==> src/rtl/ex_pkg.sv <==
// rtl/ex_pkg.sv - shared op codes, M funct3 codes and FSM encoding for the execute stage
package ex_pkg;

  localparam int OP_W = 5;

  typedef enum logic [3:0] {
    ALU_ADD   = 4'd0,
    ALU_SUB   = 4'd1,
    ALU_SLL   = 4'd2,
    ALU_SLT   = 4'd3,
    ALU_XOR   = 4'd4,
    ALU_SRL   = 4'd5,
    ALU_OR    = 4'd6,
    ALU_AND   = 4'd7,
    ALU_BEQ   = 4'd8,
    ALU_BNE   = 4'd9,
    ALU_BLT   = 4'd10,
    ALU_BGE   = 4'd11,
    ALU_PASSB = 4'd12
  } alu_op_e;

  typedef enum logic [2:0] {
    MD_MUL    = 3'd0,
    MD_MULH   = 3'd1,
    MD_MULHSU = 3'd2,
    MD_MULHU  = 3'd3,
    MD_DIV    = 3'd4,
    MD_DIVU   = 3'd5,
    MD_REM    = 3'd6,
    MD_REMU   = 3'd7
  } md_funct3_e;

  typedef enum logic [1:0] {S_IDLE, S_MUL, S_DIV, S_DONE} state_e;

  function automatic logic md_a_signed(input logic [2:0] f3);
    return f3 inside {MD_MULH, MD_MULHSU, MD_DIV, MD_REM};
  endfunction

  function automatic logic md_b_signed(input logic [2:0] f3);
    return f3 inside {MD_MULH, MD_DIV, MD_REM};
  endfunction

endpackage

==> src/rtl/ex_stage_md_if.sv <==
// rtl/ex_stage_md_if.sv - operand/result handshake bundle between ID/EX and EX/MEM
interface ex_stage_md_if #(parameter int XLEN = 32) ();
  import ex_pkg::*;

  logic            in_valid;
  logic            in_ready;
  logic            alu_src_a;
  logic            alu_src_b;
  logic            is_signed;
  logic [OP_W-1:0] op;
  logic [XLEN-1:0] pc;
  logic [XLEN-1:0] a;
  logic [XLEN-1:0] b;
  logic [XLEN-1:0] sext;
  logic            out_valid;
  logic            out_ready;
  logic [XLEN-1:0] alu_result;
  logic            branch_result;

  modport master (
    output in_valid, alu_src_a, alu_src_b, is_signed, op, pc, a, b, sext, out_ready,
    input  in_ready, out_valid, alu_result, branch_result
  );

  modport slave (
    input  in_valid, alu_src_a, alu_src_b, is_signed, op, pc, a, b, sext, out_ready,
    output in_ready, out_valid, alu_result, branch_result
  );

endinterface

==> src/rtl/ex_alu.sv <==
// rtl/ex_alu.sv - single-cycle base ALU; branch ops return the sum as target and the compare as outcome
module ex_alu import ex_pkg::*; #(
  parameter int XLEN = 32
) (
  input  logic [XLEN-1:0] a_i,
  input  logic [XLEN-1:0] b_i,
  input  logic [3:0]      op_i,
  input  logic            is_signed_i,
  output logic [XLEN-1:0] result_o,
  output logic            branch_o
);
  localparam int SHW = $clog2(XLEN);

  logic [SHW-1:0]  shamt;
  logic [XLEN-1:0] sum;
  logic [XLEN-1:0] sra;
  logic            lt;
  logic            eq;

  assign shamt = b_i[SHW-1:0];
  assign sum   = a_i + b_i;
  // kept as its own signal so the shift stays arithmetic regardless of the surrounding mux
  assign sra   = $signed(a_i) >>> shamt;
  assign lt    = is_signed_i ? ($signed(a_i) < $signed(b_i)) : (a_i < b_i);
  assign eq    = (a_i == b_i);

  always_comb begin
    result_o = '0;
    branch_o = 1'b0;
    case (op_i)
      ALU_ADD:   result_o = sum;
      ALU_SUB:   result_o = a_i - b_i;
      ALU_SLL:   result_o = a_i << shamt;
      ALU_SLT:   result_o = {{(XLEN-1){1'b0}}, lt};
      ALU_XOR:   result_o = a_i ^ b_i;
      ALU_SRL:   result_o = is_signed_i ? sra : (a_i >> shamt);
      ALU_OR:    result_o = a_i | b_i;
      ALU_AND:   result_o = a_i & b_i;
      ALU_BEQ:   begin result_o = sum; branch_o = eq;  end
      ALU_BNE:   begin result_o = sum; branch_o = !eq; end
      ALU_BLT:   begin result_o = sum; branch_o = lt;  end
      ALU_BGE:   begin result_o = sum; branch_o = !lt; end
      ALU_PASSB: result_o = b_i;
      default:   ;
    endcase
  end

endmodule

==> src/rtl/ex_muldiv.sv <==
// rtl/ex_muldiv.sv - counted multiplier and restoring divider with sign fixup for RV32M ops
module ex_muldiv import ex_pkg::*; #(
  parameter int XLEN    = 32,
  parameter int MUL_LAT = 4
) (
  input  logic            clk_i,
  input  logic            rst_ni,
  input  logic            kill_i,
  input  logic            start_i,
  input  logic [2:0]      funct3_i,
  input  logic [XLEN-1:0] a_i,
  input  logic [XLEN-1:0] b_i,
  output logic            busy_o,
  output logic            done_o,
  output logic [XLEN-1:0] result_o
);
  localparam int CNT_MAX = (XLEN > MUL_LAT) ? XLEN : MUL_LAT;
  localparam int CW      = $clog2(CNT_MAX) + 1;
  localparam logic [CW-1:0] DIV_LAST = CW'(XLEN - 1);
  localparam logic [CW-1:0] MUL_LAST = CW'(MUL_LAT - 1);
  localparam bit MUL_COMB = (MUL_LAT == 1);

  logic            busy_q;
  logic [2:0]      f3_q;
  logic [XLEN-1:0] a_q, b_q, rem_q, quo_q;
  logic [CW-1:0]   cnt_q;

  logic [2:0]        f3_m;
  logic [XLEN-1:0]   ma, mb, mul_res, a_mag_in;
  logic [2*XLEN-1:0] ext_a, ext_b, prod;
  logic              sa, sb, b_zero, start_seq, is_div;
  logic [XLEN-1:0]   bmag, rem_n, quo_n, q_fix, r_fix, div_res;
  logic [XLEN:0]     rem_sh, diff;

  // a single-cycle multiply completes straight from the live operands
  assign f3_m  = busy_q ? f3_q : funct3_i;
  assign ma    = busy_q ? a_q : a_i;
  assign mb    = busy_q ? b_q : b_i;
  assign ext_a = {{XLEN{md_a_signed(f3_m) & ma[XLEN-1]}}, ma};
  assign ext_b = {{XLEN{md_b_signed(f3_m) & mb[XLEN-1]}}, mb};
  assign prod  = ext_a * ext_b;
  assign mul_res = (f3_m == MD_MUL) ? prod[XLEN-1:0] : prod[2*XLEN-1:XLEN];

  assign sa     = md_a_signed(f3_q) & a_q[XLEN-1];
  assign sb     = md_b_signed(f3_q) & b_q[XLEN-1];
  assign b_zero = (b_q == '0);
  assign bmag   = sb ? -b_q : b_q;
  assign rem_sh = {rem_q, quo_q[XLEN-1]};
  assign diff   = rem_sh - {1'b0, bmag};
  assign rem_n  = diff[XLEN] ? rem_sh[XLEN-1:0] : diff[XLEN-1:0];
  assign quo_n  = {quo_q[XLEN-2:0], ~diff[XLEN]};
  assign q_fix  = (sa ^ sb) ? -quo_n : quo_n;
  assign r_fix  = sa ? -rem_n : rem_n;
  assign div_res = f3_q[1] ? (b_zero ? a_q : r_fix) : (b_zero ? '1 : q_fix);

  assign a_mag_in  = (md_a_signed(funct3_i) & a_i[XLEN-1]) ? -a_i : a_i;
  assign start_seq = start_i & ~(MUL_COMB & ~funct3_i[2]);
  assign is_div    = busy_q ? f3_q[2] : funct3_i[2];
  assign done_o    = (start_i & MUL_COMB & ~funct3_i[2])
                   | (busy_q & (cnt_q == (f3_q[2] ? DIV_LAST : MUL_LAST)));
  assign result_o  = is_div ? div_res : mul_res;
  assign busy_o    = busy_q;

  always_ff @(posedge clk_i or negedge rst_ni) begin
    if (!rst_ni) begin
      busy_q <= 1'b0;
      f3_q   <= '0;
      a_q    <= '0;
      b_q    <= '0;
      rem_q  <= '0;
      quo_q  <= '0;
      cnt_q  <= '0;
    end else if (kill_i) begin
      busy_q <= 1'b0;
      cnt_q  <= '0;
    end else if (start_seq) begin
      busy_q <= 1'b1;
      f3_q   <= funct3_i;
      a_q    <= a_i;
      b_q    <= b_i;
      rem_q  <= '0;
      quo_q  <= a_mag_in;
      // multiply counts from the accept cycle, divide counts iterations
      cnt_q  <= funct3_i[2] ? '0 : CW'(1);
    end else if (busy_q) begin
      if (done_o) begin
        busy_q <= 1'b0;
        cnt_q  <= '0;
      end else begin
        cnt_q <= cnt_q + CW'(1);
        if (f3_q[2]) begin
          rem_q <= rem_n;
          quo_q <= quo_n;
        end
      end
    end
  end

endmodule

==> src/rtl/ex_stage_md.sv <==
// rtl/ex_stage_md.sv - execute stage with registered base-ALU result and stalling RV32M path
module ex_stage_md import ex_pkg::*; #(
  parameter int XLEN    = 32,
  parameter int MUL_LAT = 4
) (
  input  logic          clk,
  input  logic          rst_n,
  input  logic          flush,
  ex_stage_md_if.slave  bus
);
  state_e          state_q, state_d;
  logic [XLEN-1:0] result_q, result_d;
  logic            branch_q, branch_d;

  logic [XLEN-1:0] alu_a, alu_b, alu_res, md_result;
  logic            alu_br, md_busy, md_done;
  logic            out_valid, in_ready, accept, is_m, md_start;

  assign alu_a     = bus.alu_src_a ? bus.a : bus.pc;
  assign alu_b     = bus.alu_src_b ? bus.sext : bus.b;
  assign is_m      = bus.op[4];
  assign out_valid = (state_q == S_DONE);
  // DONE also accepts so a draining result can be replaced without a bubble
  assign in_ready  = (state_q == S_IDLE || state_q == S_DONE) && !md_busy
                   && (!out_valid || bus.out_ready);
  assign accept    = bus.in_valid && in_ready;
  assign md_start  = accept && is_m && !flush;

  assign bus.in_ready      = in_ready;
  assign bus.out_valid     = out_valid;
  assign bus.alu_result    = result_q;
  assign bus.branch_result = branch_q;

  ex_alu #(.XLEN(XLEN)) u_alu (
    .a_i         (alu_a),
    .b_i         (alu_b),
    .op_i        (bus.op[3:0]),
    .is_signed_i (bus.is_signed),
    .result_o    (alu_res),
    .branch_o    (alu_br)
  );

  ex_muldiv #(.XLEN(XLEN), .MUL_LAT(MUL_LAT)) u_muldiv (
    .clk_i    (clk),
    .rst_ni   (rst_n),
    .kill_i   (flush),
    .start_i  (md_start),
    .funct3_i (bus.op[2:0]),
    .a_i      (alu_a),
    .b_i      (alu_b),
    .busy_o   (md_busy),
    .done_o   (md_done),
    .result_o (md_result)
  );

  always_comb begin
    state_d  = state_q;
    result_d = result_q;
    branch_d = branch_q;
    if (flush) begin
      state_d = S_IDLE;
    end else begin
      case (state_q)
        S_IDLE, S_DONE: begin
          if (accept) begin
            if (!is_m) begin
              state_d  = S_DONE;
              result_d = alu_res;
              branch_d = alu_br;
            end else if (md_done) begin
              state_d  = S_DONE;
              result_d = md_result;
              branch_d = 1'b0;
            end else begin
              state_d = bus.op[2] ? S_DIV : S_MUL;
            end
          end else if (bus.out_ready) begin
            state_d = S_IDLE;
          end
        end
        S_MUL, S_DIV: begin
          if (md_done) begin
            state_d  = S_DONE;
            result_d = md_result;
            branch_d = 1'b0;
          end
        end
        default: state_d = S_IDLE;
      endcase
    end
  end

  always_ff @(posedge clk or negedge rst_n) begin
    if (!rst_n) begin
      state_q  <= S_IDLE;
      result_q <= '0;
      branch_q <= 1'b0;
    end else begin
      state_q  <= state_d;
      result_q <= result_d;
      branch_q <= branch_d;
    end
  end

endmodule

==> src/flat_wrapper.sv <==
// flat-port wrapper written by rule: the top's interface ports become plain ports
module ex_stage_md_flat import ex_pkg::*;
#(
  parameter int XLEN    = 32,
  parameter int MUL_LAT = 4
)
  (clk, rst_n, flush, bus_in_valid, bus_alu_src_a, bus_alu_src_b, bus_is_signed, bus_op, bus_pc, bus_a, bus_b, bus_sext, bus_out_ready, bus_in_ready, bus_out_valid, bus_alu_result, bus_branch_result);
  ex_stage_md_if #(.XLEN(XLEN)) bus_i ();
  input  logic clk;
  input  logic rst_n;
  input  logic flush;
  input wire logic [$bits(bus_i.in_valid)-1:0] bus_in_valid;
  input wire logic [$bits(bus_i.alu_src_a)-1:0] bus_alu_src_a;
  input wire logic [$bits(bus_i.alu_src_b)-1:0] bus_alu_src_b;
  input wire logic [$bits(bus_i.is_signed)-1:0] bus_is_signed;
  input wire logic [$bits(bus_i.op)-1:0] bus_op;
  input wire logic [$bits(bus_i.pc)-1:0] bus_pc;
  input wire logic [$bits(bus_i.a)-1:0] bus_a;
  input wire logic [$bits(bus_i.b)-1:0] bus_b;
  input wire logic [$bits(bus_i.sext)-1:0] bus_sext;
  input wire logic [$bits(bus_i.out_ready)-1:0] bus_out_ready;
  output wire logic [$bits(bus_i.in_ready)-1:0] bus_in_ready;
  output wire logic [$bits(bus_i.out_valid)-1:0] bus_out_valid;
  output wire logic [$bits(bus_i.alu_result)-1:0] bus_alu_result;
  output wire logic [$bits(bus_i.branch_result)-1:0] bus_branch_result;
  assign bus_i.in_valid = bus_in_valid;
  assign bus_i.alu_src_a = bus_alu_src_a;
  assign bus_i.alu_src_b = bus_alu_src_b;
  assign bus_i.is_signed = bus_is_signed;
  assign bus_i.op = bus_op;
  assign bus_i.pc = bus_pc;
  assign bus_i.a = bus_a;
  assign bus_i.b = bus_b;
  assign bus_i.sext = bus_sext;
  assign bus_i.out_ready = bus_out_ready;
  assign bus_in_ready = bus_i.in_ready;
  assign bus_out_valid = bus_i.out_valid;
  assign bus_alu_result = bus_i.alu_result;
  assign bus_branch_result = bus_i.branch_result;
  ex_stage_md #(.XLEN(XLEN), .MUL_LAT(MUL_LAT)) u_core (.clk(clk), .rst_n(rst_n), .flush(flush), .bus(bus_i));
endmodule
==> config.mk <==
export PLATFORM = sky130hd
export DESIGN_NAME = ex_stage_md_flat
export DESIGN_NICKNAME = d
export VERILOG_FILES = /design/src/rtl/ex_pkg.sv /design/src/rtl/ex_stage_md_if.sv /design/src/rtl/ex_alu.sv /design/src/rtl/ex_muldiv.sv /design/src/rtl/ex_stage_md.sv /design/src/flat_wrapper.sv
export SDC_FILE = /design/constraint.sdc
export NUM_CORES = 2
export LEC_CHECK = 0
export ABC_AREA = 1
export BUFFER_PORTS_ARGS = -buffer_cell sky130_fd_sc_hd__buf_2
export CAP_MARGIN = 10
export CORE_MARGIN = 8
export CORE_UTILIZATION = 60
export DETAILED_ROUTE_END_ITERATION = 6
export PLACE_DENSITY = 0.77
export SYNTH_ARGS = -nofsm -noshare
export SYNTH_HDL_FRONTEND = slang
export SYNTH_HIERARCHICAL = 1
export SYNTH_SLANG_ARGS = --single-unit
==> constraint.sdc <==
create_clock -name clk -period 21.9 [get_ports clk]
set_clock_uncertainty 0.1 [all_clocks]
set_input_delay 4.38 -clock clk [delete_from_list [all_inputs] [get_ports clk]]
set_output_delay 4.38 -clock clk [all_outputs]
set_load 0.01 [all_outputs]
==> impl_metrics.env <==
export IMPL_gp_congestion=1.10
export IMPL_setup_tns_ns=0
export IMPL_cpMaxStageDelayCell="inv_1"
export IMPL_fp_coreArea_mm2=0.107
export IMPL_cts_tree="done"
export IMPL_async_reset_ff_frac=1.00
export IMPL_worstSetupPathType="input pin to register"
export IMPL_io_pins=176
export IMPL_synth_xor_area_frac=0.0160
export IMPL_ys_ff_latch=173
export IMPL_r2r_start="u_core/u_muldiv/busy_o$_DFF_PN0_"
export IMPL_cts_sinks=173
export IMPL_violations="DRC"
export IMPL_drv_slew=0
export IMPL_drtIter0Drc=8977
export IMPL_worstPathRequired_ns=22.17
export IMPL_ctsResizeCount=0
export IMPL_drive_above_1_share=0.0666
export IMPL_relSlewSlack=0.157
export IMPL_dp_final_hpwl_um=223000
export IMPL_avgViaCountPerCell=6.14
export IMPL_cp_max_fo=32
export IMPL_cts_setup_buffers=0
export IMPL_die_area_mm2=0.119
export IMPL_numCtsBuffers=17
export IMPL_maxCapViolCount=0
export IMPL_cpPeakStageDelay_ns=0.92
export IMPL_antenna_found_initial=21
export IMPL_yosys_area_top_type="fa_1"
export IMPL_grt_pass1_wl_um=403000
export IMPL_ant_nets=0
export IMPL_grt_pass1_vias=65245
export IMPL_crit_buf_inv=12
export IMPL_synth_flop_cell="dfrtp_1"
export IMPL_netlist_area_mm2=0.0649
export IMPL_synth_area_per_cell_um2=6.96
export IMPL_io_buffers=175
export IMPL_synth_cell_types=68
export IMPL_r2r_setup_slack_ns=9.40
export IMPL_cts_hold_buf=0
export IMPL_synth_fa_ha_area_frac=0.415
export IMPL_start_util=0.606
export IMPL_synth_compound_area_frac=0.0859
export IMPL_fin_nets=10896
export IMPL_rr_endpoint="u_core/bus.alu_result[24]$_DFFE_PN0P_"
export IMPL_syn2layout_area_growth_pct=4.26
export IMPL_vias=65756
export IMPL_postPlaceCellArea_mm2=0.0671
export IMPL_synthSimpleGateAreaFrac=0.264
export IMPL_reg2regPathDepth=38
export IMPL_synth_warning_count=6
export IMPL_die_h_um=345
export IMPL_fin_area_mm2=0.0677
export IMPL_fillCellCount=9685
export IMPL_max_freq_mhz=62.9
export IMPL_min_path_cells=2
export IMPL_min_path_type="register to register"
export IMPL_clk_pin_slew_ns=0.08
export IMPL_grt_total_usage=0.457
export IMPL_wl_um=276000
export IMPL_finalCritPeriodShare=0.726
export IMPL_setup_violations=0
export IMPL_wl_per_cell_um=25.8
export IMPL_synthMuxAreaShare=0.0111
export IMPL_die_w_um=345
export IMPL_rsz0062_at_grt="false"
export IMPL_status="finished with violations"
export IMPL_min_from="u_core/bus.alu_result[12]$_DFFE_PN0P_"
export IMPL_netlist_instances=9329
export IMPL_route_detailed_drc=37
export IMPL_drtPass1Iterations=7
export IMPL_synth_area_top_cells="fa_1 (35%), nand2_1 (14%), inv_1 (11%)"
export IMPL_cts_buffer_depth=2
export IMPL_synth_top_cell_area_share=0.348
export IMPL_yosysSeqAreaShare=0.0667
export IMPL_clk_latency_ns=0.45
export IMPL_synth_top_family_by_area="adder cells"
export IMPL_grt_overflow=0
export IMPL_ctsRootBufferMaster="clkbuf_16"
export IMPL_htree_num_levels=4
export IMPL_worst_slew_pin_slew_ns=1.26
export IMPL_grt_start_max_net_pins=76
export IMPL_synth_edf_count=0
export IMPL_startpoint_type="input pin"
export IMPL_end_kind="register"
export IMPL_hold_viol=0
export IMPL_synthesis_nets=10946
export IMPL_critPathArrivalTime_ns=16.16
export IMPL_crit_family="adder cells"
export IMPL_period_minus_slack_ns=15.89
export IMPL_row_count=120
export IMPL_hold_end="u_core/bus.alu_result[12]$_DFFE_PN0P_"
[worst max path at each step]
stage                        from                                    end  cells after the start
floorplan           bus_alu_src_a  u_core/bus.alu_result[27]$_DFFE_PN0P_                     36
global placement    bus_alu_src_a  u_core/bus.alu_result[24]$_DFFE_PN0P_                     40
detailed placement  bus_alu_src_a  u_core/bus.alu_result[24]$_DFFE_PN0P_                     40
CTS                 bus_alu_src_a  u_core/bus.alu_result[24]$_DFFE_PN0P_                     40
global route        bus_alu_src_a  u_core/bus.alu_result[24]$_DFFE_PN0P_                     40
finish              bus_alu_src_a  u_core/bus.alu_result[24]$_DFFE_PN0P_                     40
[cells in the mapped netlist (all sizes together) (5+ instances only)]
cell type,n
clkinv,7
inv,1990
ha,348
o22ai,79
nand2,2410
fa,1128
a221oi,6
clkbuf,261
a21boi,17
mux2,64
o21ai,424
o211ai,39
nand3,658
and2,19
a31oi,20
a21o,6
nor2,829
nor4,11
o21bai,20
or2,27
nand4,73
a21oi,365
o221ai,5
xor2,83
dfrtp,173
o21a,7
buf,129
nor3,58
o31ai,7
xnor2,35
nand3b,14
[cell type report]
class	instances	area (um^2)	area share
clock inverters	15	175	0.00259
flip-flops and latches	173	4330	0.0640
clock buffers	17	425	0.00628
inverters	1997	7500	0.111
well taps	1403	1760	0.0259
multi-input cells	6769	51500	0.761
diodes	11	27.5	0.000407
repair buffers	321	1980	0.0293
[metrics by stage]
step	setup slack (ns)	hold slack [ns]	instances	utilization
6_report	6.01	0.392	10706	0.632
5_1_grt	5.71	0.423	10696	0.631
4_1_cts	6.32	0.392	10694	0.631
3_5_place_dp	5.90	0.373	10662	0.626
3_3_place_gp	6.11	0.370	10662	0.626
2_1_floorplan	8.78	0.351	9329	-
[cell usage in the layout, fill, tap and decap left out, types with 39 or more instances in the layout]
master    synthesis  routed
nand2_1        2344    2343
buf_2            87     174
nand2_2          54      55
dfrtp_1         173     172
a21oi_1         358     358
o211ai_1         39      39
fa_1           1128    1128
buf_4            13     145
ha_1            348     348
nor3_1           55      53
inv_1          1955    1954
xor2_1           82      82
o21ai_0         355     334
mux2_2           60      60
nand4_1          73      73
nor2_1          803     802
o22ai_1          79      79
nand3_1         649     649
o21ai_1          61      61
[per-layer routing]
layer | up-vias | track usage | wire length [um]
met5 | - | 0 | 58
met2 | 4920 | 0.682 | 116000
met1 | 31323 | 0.556 | 95100
met4 | 12 | 0.335 | 26300
met3 | 1347 | 0.145 | 38700
li1 | 28154 | - | -
[registers in the layout (all words and copies together) (netlist names)]
name	count
u_core/bus.alu_result	32
u_core/state_q	2
u_core/u_muldiv/quo_q	32
u_core/u_muldiv/busy_o	1
u_core/u_muldiv/a_q	32
u_core/bus.branch_result	1
u_core/u_muldiv/b_q	32
u_core/u_muldiv/cnt_q	6
u_core/u_muldiv/f3_q	3
u_core/u_muldiv/rem_q	32
[logic make-up (layout without fill, tap and decap cells)]
| logic type | Yosys count | after routing |
|---|---|---|
| AOI/OAI and AO/OA | 1007 | 1007 |
| other | 0 | 11 |
| and+or+nand+nor | 4104 | 4104 |
| xor gates and xnor gates | 118 | 118 |
| DFF | 173 | 173 |
| muxes | 64 | 64 |
| buffers and inverters | 2387 | 2350 |
| adders and majority gates | 1476 | 1476 |
[worst reg2reg max path: cells and delay by family, from the launching register on]
kind	cells	cell delay, ns
compound gates	5	0.79
fa+ha+maj	9	5.10
buf+inv	11	3.41
flops	1	0.90
simple gates	13	2.10
Power is not shown: default switching activity piles up to over one toggle a cycle in this logic, so the estimate is an artifact.
